**src/rtl/sprite_compositor_pkg.sv**
```systemverilog
// Shared colour codes and default geometry
// for the sprite compositor.
package sprite_compositor_pkg;

  localparam logic [2:0] COL_BLACK   = 3'b000;
  localparam logic [2:0] COL_GREEN   = 3'b010;
  localparam logic [2:0] COL_RED     = 3'b100;
  localparam logic [2:0] COL_MAGENTA = 3'b101;
  localparam logic [2:0] COL_WHITE   = 3'b111;

  localparam int DEF_COORD_W   = 10;
  localparam int DEF_H_DISPLAY = 640;
  localparam int DEF_V_DISPLAY = 480;
  localparam int DEF_PLAYER_W  = 16;
  localparam int DEF_PLAYER_H  = 16;
  localparam int DEF_CAR_W     = 32;
  localparam int DEF_CAR_H     = 16;
  localparam int DEF_CAR_Y0    = 64;
  localparam int DEF_PITCH     = 40;
  localparam int DEF_SAFE_H    = 32;
  localparam int DEF_FLASH     = 60;

endpackage

```
**src/rtl/sprite_compositor_rect_hit.sv**
```systemverilog
// Combinational point-in-rectangle test with
// a one-bit-wider far edge so sprites never wrap.
module rect_hit #(
  parameter int COORD_W = 10
) (
  input  logic [COORD_W-1:0] pos_x,
  input  logic [COORD_W-1:0] pos_y,
  input  logic [COORD_W-1:0] size_x,
  input  logic [COORD_W-1:0] size_y,
  input  logic [COORD_W-1:0] h,
  input  logic [COORD_W-1:0] v,
  output logic               hit
);

  logic [COORD_W:0] x_end;
  logic [COORD_W:0] y_end;

  assign x_end = {1'b0, pos_x} + {1'b0, size_x};
  assign y_end = {1'b0, pos_y} + {1'b0, size_y};

  assign hit = (h >= pos_x) && ({1'b0, h} < x_end)
            && (v >= pos_y) && ({1'b0, v} < y_end);

endmodule

```
**src/rtl/sprite_compositor.sv**
```systemverilog
// Two-stage per-pixel sprite compositor with
// per-frame player/car collision and hit blink.
module sprite_compositor
  import sprite_compositor_pkg::*;
#(
  parameter int NUM_CARS      = 8,
  parameter int COORD_W       = DEF_COORD_W,
  parameter int H_DISPLAY     = DEF_H_DISPLAY,
  parameter int V_DISPLAY     = DEF_V_DISPLAY,
  parameter int PLAYER_WIDTH  = DEF_PLAYER_W,
  parameter int PLAYER_HEIGHT = DEF_PLAYER_H,
  parameter int CAR_WIDTH     = DEF_CAR_W,
  parameter int CAR_HEIGHT    = DEF_CAR_H,
  parameter int CAR_Y0        = DEF_CAR_Y0,
  parameter int LANE_PITCH    = DEF_PITCH,
  parameter int SAFE_X        = 0,
  parameter int SAFE_WIDTH    = DEF_H_DISPLAY,
  parameter int SAFE_Y0       = 0,
  parameter int SAFE_Y1       = 224,
  parameter int SAFE_Y2       = 448,
  parameter int SAFE_HEIGHT   = DEF_SAFE_H,
  parameter int FLASH_FRAMES  = DEF_FLASH,
  localparam int LANE_W =
    (NUM_CARS > 1) ? $clog2(NUM_CARS) : 1
) (
  input  logic                        CLK,
  input  logic                        RST,
  input  logic [COORD_W-1:0]          h_count,
  input  logic [COORD_W-1:0]          v_count,
  input  logic                        hsync_in,
  input  logic                        vsync_in,
  input  logic [COORD_W-1:0]          player_x,
  input  logic [COORD_W-1:0]          player_y,
  input  logic [NUM_CARS*COORD_W-1:0] car_x,
  input  logic [NUM_CARS-1:0]         car_en,
  input  logic [2:0]                  bg_rgb,
  output logic                        VGA_R2,
  output logic                        VGA_G2,
  output logic                        VGA_B2,
  output logic                        hsync_out,
  output logic                        vsync_out,
  output logic                        collision,
  output logic [LANE_W-1:0]           hit_lane,
  output logic                        flash_active
);

  localparam int FLASH_W =
    (FLASH_FRAMES > 0) ? $clog2(FLASH_FRAMES + 1) : 1;

  localparam logic [COORD_W-1:0] H_DISP = COORD_W'(H_DISPLAY);
  localparam logic [COORD_W-1:0] V_DISP = COORD_W'(V_DISPLAY);
  localparam logic [COORD_W-1:0] H_LAST = COORD_W'(H_DISPLAY - 1);
  localparam logic [COORD_W-1:0] V_LAST = COORD_W'(V_DISPLAY - 1);

  function automatic logic [LANE_W-1:0] lowest_lane(
    input logic [NUM_CARS-1:0] hits
  );
    lowest_lane = '0;
    for (int i = NUM_CARS - 1; i >= 0; i--) begin
      if (hits[i]) lowest_lane = LANE_W'(i);
    end
  endfunction

  logic                player_in;
  logic [NUM_CARS-1:0] car_in;
  logic [2:0]          safe_in;

  rect_hit #(.COORD_W(COORD_W)) u_player (
    .pos_x  (player_x),
    .pos_y  (player_y),
    .size_x (COORD_W'(PLAYER_WIDTH)),
    .size_y (COORD_W'(PLAYER_HEIGHT)),
    .h      (h_count),
    .v      (v_count),
    .hit    (player_in)
  );

  for (genvar i = 0; i < NUM_CARS; i++) begin : g_car
    rect_hit #(.COORD_W(COORD_W)) u_car (
      .pos_x  (car_x[i*COORD_W +: COORD_W]),
      .pos_y  (COORD_W'(CAR_Y0 + i * LANE_PITCH)),
      .size_x (COORD_W'(CAR_WIDTH)),
      .size_y (COORD_W'(CAR_HEIGHT)),
      .h      (h_count),
      .v      (v_count),
      .hit    (car_in[i])
    );
  end

  for (genvar z = 0; z < 3; z++) begin : g_safe
    localparam int TOP =
      (z == 0) ? SAFE_Y0 : ((z == 1) ? SAFE_Y1 : SAFE_Y2);
    rect_hit #(.COORD_W(COORD_W)) u_safe (
      .pos_x  (COORD_W'(SAFE_X)),
      .pos_y  (COORD_W'(TOP)),
      .size_x (COORD_W'(SAFE_WIDTH)),
      .size_y (COORD_W'(SAFE_HEIGHT)),
      .h      (h_count),
      .v      (v_count),
      .hit    (safe_in[z])
    );
  end

  logic                vis_s1;
  logic                player_s1;
  logic [NUM_CARS-1:0] car_s1;
  logic                safe_s1;
  logic                eof_s1;
  logic                hs_s1;
  logic                vs_s1;
  logic [2:0]          bg_s1;

  always_ff @(posedge CLK) begin
    if (RST) begin
      vis_s1    <= 1'b0;
      player_s1 <= 1'b0;
      car_s1    <= '0;
      safe_s1   <= 1'b0;
      eof_s1    <= 1'b0;
      hs_s1     <= 1'b0;
      vs_s1     <= 1'b0;
      bg_s1     <= '0;
    end else begin
      vis_s1    <= (h_count < H_DISP) && (v_count < V_DISP);
      player_s1 <= player_in;
      car_s1    <= car_in & car_en;
      safe_s1   <= |safe_in;
      eof_s1    <= (h_count == H_LAST) && (v_count == V_LAST);
      hs_s1     <= hsync_in;
      vs_s1     <= vsync_in;
      bg_s1     <= bg_rgb;
    end
  end

  logic [FLASH_W-1:0] flash_cnt;
  logic [2:0]         colour;

  always_comb begin
    colour = bg_s1;
    if (!vis_s1)         colour = COL_BLACK;
    else if (player_s1)  colour = flash_cnt[0] ? COL_WHITE : COL_GREEN;
    else if (|car_s1)    colour = COL_RED;
    else if (safe_s1)    colour = COL_MAGENTA;
  end

  always_ff @(posedge CLK) begin
    if (RST) begin
      VGA_R2    <= 1'b0;
      VGA_G2    <= 1'b0;
      VGA_B2    <= 1'b0;
      hsync_out <= 1'b0;
      vsync_out <= 1'b0;
    end else begin
      {VGA_R2, VGA_G2, VGA_B2} <= colour;
      hsync_out <= hs_s1;
      vsync_out <= vs_s1;
    end
  end

  logic              overlap;
  logic              frame_flag;
  logic [LANE_W-1:0] pending_lane;

  assign overlap = vis_s1 && player_s1 && (|car_s1);

  // The first overlap of a frame owns the reported lane.
  always_ff @(posedge CLK) begin
    if (RST) begin
      collision    <= 1'b0;
      hit_lane     <= '0;
      frame_flag   <= 1'b0;
      pending_lane <= '0;
      flash_cnt    <= '0;
    end else begin
      collision <= 1'b0;
      if (eof_s1) begin
        frame_flag <= 1'b0;
        if (frame_flag || overlap) begin
          collision <= 1'b1;
          hit_lane  <= frame_flag ? pending_lane : lowest_lane(car_s1);
          flash_cnt <= FLASH_W'(FLASH_FRAMES);
        end else if (flash_cnt != '0) begin
          flash_cnt <= flash_cnt - 1'b1;
        end
      end else if (overlap && !frame_flag) begin
        frame_flag   <= 1'b1;
        pending_lane <= lowest_lane(car_s1);
      end
    end
  end

  assign flash_active = (flash_cnt != '0);

endmodule

```
**config.mk**
```make
export PLATFORM = sky130hd
export DESIGN_NAME = sprite_compositor
export DESIGN_NICKNAME = d
export VERILOG_FILES = /design/src/rtl/sprite_compositor_pkg.sv /design/src/rtl/sprite_compositor_rect_hit.sv /design/src/rtl/sprite_compositor.sv
export SDC_FILE = /design/constraint.sdc
export NUM_CORES = 1
export LEC_CHECK = 0
export BUFFER_PORTS_ARGS = -buffer_cell sky130_fd_sc_hd__buf_2
export CAP_MARGIN = 20
export CORE_ASPECT_RATIO = 0.5
export CORE_MARGIN = 8
export CORE_UTILIZATION = 40
export DETAILED_ROUTE_END_ITERATION = 7
export SKIP_CTS_REPAIR_TIMING = 1
export SYNTH_ARGS = -nofsm -noshare
export SYNTH_HDL_FRONTEND = slang
export SYNTH_SLANG_ARGS = --single-unit
```
**constraint.sdc**
```tcl
create_clock -name CLK -period 2.05 [get_ports CLK]
set_clock_uncertainty 0.2 [all_clocks]
set_input_delay 0.1025 -clock CLK [delete_from_list [all_inputs] [get_ports CLK]]
set_output_delay 0.1025 -clock CLK [all_outputs]
set_load 0.05 [all_outputs]
```
## After elaboration in Yosys (flattened, before gate mapping)

Index checks and enable logic that the tools add are counted.

- Logic and storage cells: 146
- Output and inout bits: 10
- Input bits: 135
- Bits in registers: 36

- Mux-type cells: 16
- Reductions and logical operators: 51
- Add/subtract/negate cells: 11
- $lt $le $gt $ge: 45
- Equal/unequal tests: 2
- Bitwise operators: 3

Operators with widths:

| kind | count |
|---|---|
| less-than comparator 10 x 11 -> 1 bit | 10 |
| >= comparator 10 bit | 10 |
| adder 10 x 6 -> 11 bit, second input constant | 8 |
| less-than comparator 10 x 9 -> 1 bit, second input constant | 6 |
| >= comparator 10 x 9 -> 1 bit, second input constant | 4 |
| logical AND 1 bit | 39 |
| 2-to-1 mux 3 bit | 13 |
| >= comparator 10 x 8 -> 1 bit, second input constant | 3 |
| less-than comparator 10 x 8 -> 1 bit, second input constant | 3 |
| adder 10 x 5 -> 11 bit, second input constant | 2 |
| >= comparator 10 x 1 -> 1 bit, second input constant | 2 |
| >= comparator 10 x 7 -> 1 bit, second input constant | 2 |
| less-than comparator 10 bit, second input constant | 2 |
| less-than comparator 10 x 7 -> 1 bit, second input constant | 2 |
| 2-to-1 mux 6 bit | 2 |
| equality test 10 bit, second input constant | 1 |
| equality test 10 x 9 -> 1 bit, second input constant | 1 |
| less-than comparator 10 x 6 -> 1 bit, second input constant | 1 |
| bitwise AND 8 bit | 1 |
| OR reduction 8 bit | 1 |
| AND reduction 2 bit | 3 |
| nonzero test 6 bit | 1 |
| OR reduction 2 bit | 3 |
| subtractor 6 x 1 -> 6 bit, second input constant | 1 |
| 6 further kinds | 7 |

## Depth between registers and ports, before layout

- Depth in word-level cells: 9
- Mapped depth: 10
- Mapped depth without buffers: 10

## Hierarchy

Synthesis repeated with hierarchy kept, for this count alone.

- Cell total of the unflattened synthesis: 2601
- Area, all modules: 20728.6 µm²

By module, submodules not included:

| module | instances | cells each | sequential area each (µm²) | area an instance (µm²) |
|---|---|---|---|---|
| rect_hit at g_car[0].u_car ... | 7 | 200 | 0.0 | 1589.0 |
| rect_hit at g_car[4].u_car ... | 5 | 209 | 0.0 | 1617.8 |
| sprite_compositor | 1 | 156 | 720.7 | 1516.5 |

## Worst setup path before layout

No wires, ideal clock.

- Path kind: input to register
- From: in car_x[75]
- To: reg car_s1[7]
- Setup time: 0.074 ns
- Arrival: 1.581 ns
- Data required time: 1.776 ns
- Buffers on the path: 0
- Setup slack: 0.195 ns
- Stages: 7
- Cell sequence: ha_1 -> xnor2_1 -> ha_1 -> or4_1 -> a221oi_1 -> o311ai_0 -> a31oi_1

- Word-level cells in the longest chain between the ends: 6
- Elaborated cells between the ends (all ways): 7
- Those cells by class: 1 x add/sub; 2 x order compare; 1 x bitwise; 3 x reduce/logical

Ends and longest elaborated chain:

| item | RTL line | text |
|---|---|---|
| start, declared | sprite_compositor.sv:34 | `input logic [NUM_CARS*COORD_W-1:0] car_x,` |
| adder 10 x 6 -> 11 bit | sprite_compositor_rect_hit.sv:18 | `assign x_end = {1'b0, pos_x} + {1'b0, size_x};` |
| less-than comparator 10 x 11 -> 1 bit | sprite_compositor_rect_hit.sv:21 | `assign hit = (h >= pos_x) && ({1'b0, h} < x_end)` |
| logical AND 1 bit (*) | sprite_compositor_rect_hit.sv:21 |  |
| logical AND 1 bit (*) (2 in series) | sprite_compositor_rect_hit.sv:22 | `&& (v >= pos_y) && ({1'b0, v} < y_end);` |
| bitwise AND 8 bit (*) | sprite_compositor.sv:126 | `car_s1 <= car_in & car_en;` |
| end signal, assigned | sprite_compositor.sv:126 |  |
| end, declared | sprite_compositor.sv:106 | `logic [NUM_CARS-1:0] car_s1;` |

Every way passes the cells marked *; elsewhere a longest branch is shown, timed or not.
A chain may end at the register's enable or synchronous reset.

## Worst setup path in the final report

- From: reg car_s1[4]
- To: reg hit_lane[1]

- Word-level cells in the longest chain between the ends: 6
- Elaborated cells between the ends (all ways): 10
- Those cells by class: 6 x mux; 4 x reduce/logical

Ends and longest elaborated chain:

| item | RTL line | text |
|---|---|---|
| 2-to-1 mux 3 bit (5 in series) | sprite_compositor.sv:60 | `if (hits[i]) lowest_lane = LANE_W'(i);` |
| 2-to-1 mux 3 bit | sprite_compositor.sv:180 | `hit_lane <= frame_flag ? pending_lane : lowest_lane(car_s1);` |
| end signal, assigned | sprite_compositor.sv:180 |  |
| end, declared | sprite_compositor.sv:43 | `output logic [LANE_W-1:0] hit_lane,` |

Several ways; a longest one is shown, not always the timed one.

==> results.txt <==
- Synthesis inferred 36 register bits.
* Core outline area: 14400 um2
- The number of antenna diodes in the final layout is 0.
- The top cell types in the final layout, fill and taps aside, are sky130_fd_sc_hd__ha_1 (163), sky130_fd_sc_hd__buf_2 (144), sky130_fd_sc_hd__inv_1 (113), sky130_fd_sc_hd__a21oi_1 (57), sky130_fd_sc_hd__nor2_1 (38).
* Run status: complete, but fails checks
- CTS saw 36 sinks.
* GRT Util Overall: 17.9%
- Mean number of vias per cell: 5.17
* Clock Latency Late Sink: 0.28 ns
- In the finished design, the share of the clock period the worst path needs comes to 93.9%.
- The clock network is responsible for 28.8% of the overall power.
- The top cell type by area accounts for 34.9% of the synthesized area.
- Horizontal extent of the die: 187 um
- Clock-pin slew was measured on the worst setup and hold paths at 0.06 ns.
- Cell-internal power: 1.76 mW
* WHS Endpoint: vis_s1
* Power density over the cells: 370 nW/um2
* Count of TritonRoute iterations in the first routing pass: 4
* Placer's final routability congestion estimate: 0.847
- The tool flagged a number of max-cap violations equal to 0.
* Peak supply drop: 0.000212 V
- Cell area after placement: 7050 um2
* Worst reg2reg setup slack: 0.13 ns
* Final number of hold-violating endpoints: 2
- The routed design has 17400 um of wire.
- HP Class: input pin to register
* Top area cells in the synthesized netlist: sky130_fd_sc_hd__ha_1 (35%), sky130_fd_sc_hd__dfxtp_1 (12%), sky130_fd_sc_hd__inv_1 (7.3%)
- Post-Route Utilization: 50.7%
- On the critical path, the stage with the largest delay is an instance of sky130_fd_sc_hd__nor4_2.
- Hold path start: v_count[7]
- The worst hold path passes through 2 cells.
- Entering global routing, the biggest net connects 24 pins.
- Global-route wire length before repair: 28100 um
* Yosys cell types: 56
- Cells with a size suffix above 1 make up 20.7% of the layout.
- At the pin with the least slew margin, the transition time is 0.440 ns.
- Net switching is 34.9% of the power.
* Max clock buf depth: 2
- I/O pins: 145
- The routed design could run at a clock period as short as 1.92 ns.
- TritonCTS built the clock tree.
* Sequential cell area fraction in the yosys report: 12.3%
* Setup crit end kind: register
- Async set-reset flop share out of synthesis: 0%
- The number of global-route vias before repair was 5899.
- CP Max Fanout: 6
* Final std cell area, no fill: 7300 um2
- On the final layout, the worst hold slack is -0.0163 ns.
- DRC violations left: 0
* Dominant cell type by area after synthesis: sky130_fd_sc_hd__ha_1
- The mapped netlist covers 5850 um2.
- Most frequent standard cell in the layout excluding fill and tap cells: sky130_fd_sc_hd__ha_1
- The tree is rooted in a sky130_fd_sc_hd__clkbuf_16.
* Combinational share of power: 44.7%
- Averaged over all synthesized cells, the footprint is 7.85 um2.
- By startpoint and endpoint, the worst setup path is classified as register to register.
- Worst path cell trace: nor4_2 -> nand2_2 -> a31o_4 -> and2_4 -> nor2_1 -> a211oi_2
- Failing checks: hold timing
- The floorplan has 31 rows.
- Synthesis handed over a netlist of 745 instances.
- Relative slew margins: 70.4%
* Switching Power: 943 uW
- Yosys warning total: 0
* Reg2Reg Launch Point: car_s1[4]
- Counting flops with a built-in enable in the synthesized netlist gives 0.
* Final number of max-transition violations: 0
* Setup repair after global routing missed its margin: no
- Starting Density: 40.6%
- For this run the aggregate overflow at the end of global routing stands at 0.
* FF-to-FF End: hit_lane[1]
- Fillcell total: 1409
* Leakage: 3.78 nW
* Die height: 102 um
* R2R depth: 6
- First DRT Iteration DRCs: 231
- Input and output buffers added on the ports amount to 144.
- Based on the critical path, the design can be clocked at up to 0.520 GHz.
- Number of nets in the finished design: 1225
- Flop pwr share: 26.5%
- Clock tree synthesis inserted a total of 5 buffers.
- Detailed placement ended at an HPWL of 14900 um.
- The routed layout has 5818 vias.
* Die footprint: 19000 um2
- Net count after synthesis: 1043
- The number of antenna violations at the first check in global routing was 0.
- Htree depth: 2
- In this design, the stage delay of the slowest critical-path cell is 0.41 ns.
- STA puts the critical path data required time at 2.01 ns.
* Most used flip-flop cell after synthesis: sky130_fd_sc_hd__dfxtp_1
- The count of nets left with antenna violations once routing finished came out at 0.
- Count of endpoints failing setup in the final report: 0
- Arrival @ worst endpoint: 1.89 ns
- STA classifies the critical path startpoint as a register.
* Signed area change from the synthesized netlist to the final layout: 24.8%
* Post-DR wirelength/cell: 15.4 um
==> synth_stat cells, types with 2 or more instances <==
cell / n
sky130_fd_sc_hd__nand4_1: 13
sky130_fd_sc_hd__a31oi_1: 7
sky130_fd_sc_hd__o2111ai_1: 3
sky130_fd_sc_hd__clkbuf_1: 5
sky130_fd_sc_hd__nor4_2: 2
sky130_fd_sc_hd__xor2_1: 3
sky130_fd_sc_hd__and3_1: 3
sky130_fd_sc_hd__xnor2_1: 32
sky130_fd_sc_hd__nor3_1: 18
sky130_fd_sc_hd__dfxtp_1: 36
sky130_fd_sc_hd__a211oi_2: 2
sky130_fd_sc_hd__buf_2: 3
sky130_fd_sc_hd__nor2_1: 39
sky130_fd_sc_hd__o21bai_1: 4
sky130_fd_sc_hd__a221oi_1: 3
sky130_fd_sc_hd__o311ai_0: 2
sky130_fd_sc_hd__o22ai_1: 3
sky130_fd_sc_hd__a32oi_1: 2
sky130_fd_sc_hd__or3_1: 2
sky130_fd_sc_hd__a211oi_1: 15
sky130_fd_sc_hd__a21oi_1: 57
sky130_fd_sc_hd__mux2i_1: 5
sky130_fd_sc_hd__nand4b_1: 4
sky130_fd_sc_hd__o211ai_1: 7
sky130_fd_sc_hd__a311oi_1: 2
sky130_fd_sc_hd__a2111oi_0: 7
sky130_fd_sc_hd__nand3_1: 32
sky130_fd_sc_hd__nand2_1: 26
sky130_fd_sc_hd__ha_1: 163
sky130_fd_sc_hd__or4_1: 2
sky130_fd_sc_hd__a21o_1: 15
sky130_fd_sc_hd__o21a_1: 9
sky130_fd_sc_hd__inv_1: 114
sky130_fd_sc_hd__nor3b_1: 3
sky130_fd_sc_hd__nor4_1: 7
sky130_fd_sc_hd__nand2b_1: 16
sky130_fd_sc_hd__o21ai_0: 36
sky130_fd_sc_hd__and4_1: 3
sky130_fd_sc_hd__o31ai_1: 4
sky130_fd_sc_hd__nand3b_1: 3
sky130_fd_sc_hd__nor2b_1: 18
==> registers in the layout (all words and copies together), names as in the netlist, 3 cells and up <==
| register | flops |
|---|---|
| pending_lane | 3 |
| flash_cnt | 6 |
| bg_s1 | 3 |
| hit_lane | 3 |
| car_s1 | 8 |
==> worst max-delay path by stage <==
| stage | startpoint | to | slack (ns) | depth (start not counted) |
|---|---|---|---|---|
| after floorplan | car_x[75] | car_s1[7] | 0.19 | 7 |
| after global placement | h_count[0] | player_s1 | -0.14 | 9 |
| after detailed placement | h_count[0] | player_s1 | -0.15 | 9 |
| after CTS | flash_cnt[2] | flash_active | 0.12 | 5 |
| after global routing | h_count[0] | car_s1[2] | 0.007 | 9 |
| final | car_s1[4] | hit_lane[1] | 0.13 | 6 |
==> cell families after synthesis <==
kind of cell,synth area share [%]
XOR/XNOR,5.24
adder cells (fa/ha/maj),34.9
buffers and inverters,7.89
multiplexers,0.856
flip-flops,12.3
AND/OR/NAND/NOR,17.9
AO/OA/AOI/OAI,20.9
==> critical path: cells and delay by family (launching register included) <==
kind | cells | cell delay [ns]
and+or+nand+nor | 4 | 0.88
AOI/OAI and AO/OA | 2 | 0.36
DFF | 1 | 0.36
==> metal layers <==
metal | part of all wire (%) | vias to the layer above | routed length [um] | track usage [%]
met5 | 0 | - | 0 | 0
met4 | 1.1 | 0 | 197 | 3.76
met3 | 3.7 | 19 | 650 | 2.20
met2 | 47 | 114 | 8110 | 31.2
met1 | 48 | 2626 | 8430 | 23.5
li1 | - | 3059 | - | -
==> per-stage QoR <==
| stage | total power, mW | setup TNS, ns | setup slack (ns) | instances |
|---|---|---|---|---|
| 6_report | 2.70 | 0 | 0.126 | 1126 |
| 5_1_grt | 2.93 | 0 | 0.00682 | 1126 |
| 4_1_cts | 2.72 | 0 | 0.121 | 1117 |
| 3_3_place_gp | 1.89 | -0.442 | -0.144 | 1109 |
| 3_5_place_dp | 1.92 | -0.670 | -0.151 | 1109 |
| 2_1_floorplan | 1.45 | 0 | 0.195 | 745 |
==> area by class of cell <==
class,count,area (um2),area share [%]
multi-input combinational,587,4680,64.1
timing repair buffer,183,1070,14.7
sequential,36,721,9.87
inverter,114,432,5.91
tap,198,248,3.39
clock buffer,7,143,1.95
clock inverter,1,7.51,0.103
==> power by group through the flow <==
| stage | Clock, mW | Combinational, mW | Sequential, mW |
|---|---|---|---|
| 2_1_floorplan | 0 | 0.713 | 0.737 |
| 3_3_place_gp | 0 | 1.16 | 0.730 |
| 3_5_place_dp | 0 | 1.19 | 0.730 |
| 4_1_cts | 0.805 | 1.20 | 0.715 |
| 5_1_grt | 0.829 | 1.39 | 0.716 |
| 6_report | 0.778 | 1.21 | 0.715 |
No activity file was read; power rests on OpenSTA's default activity.
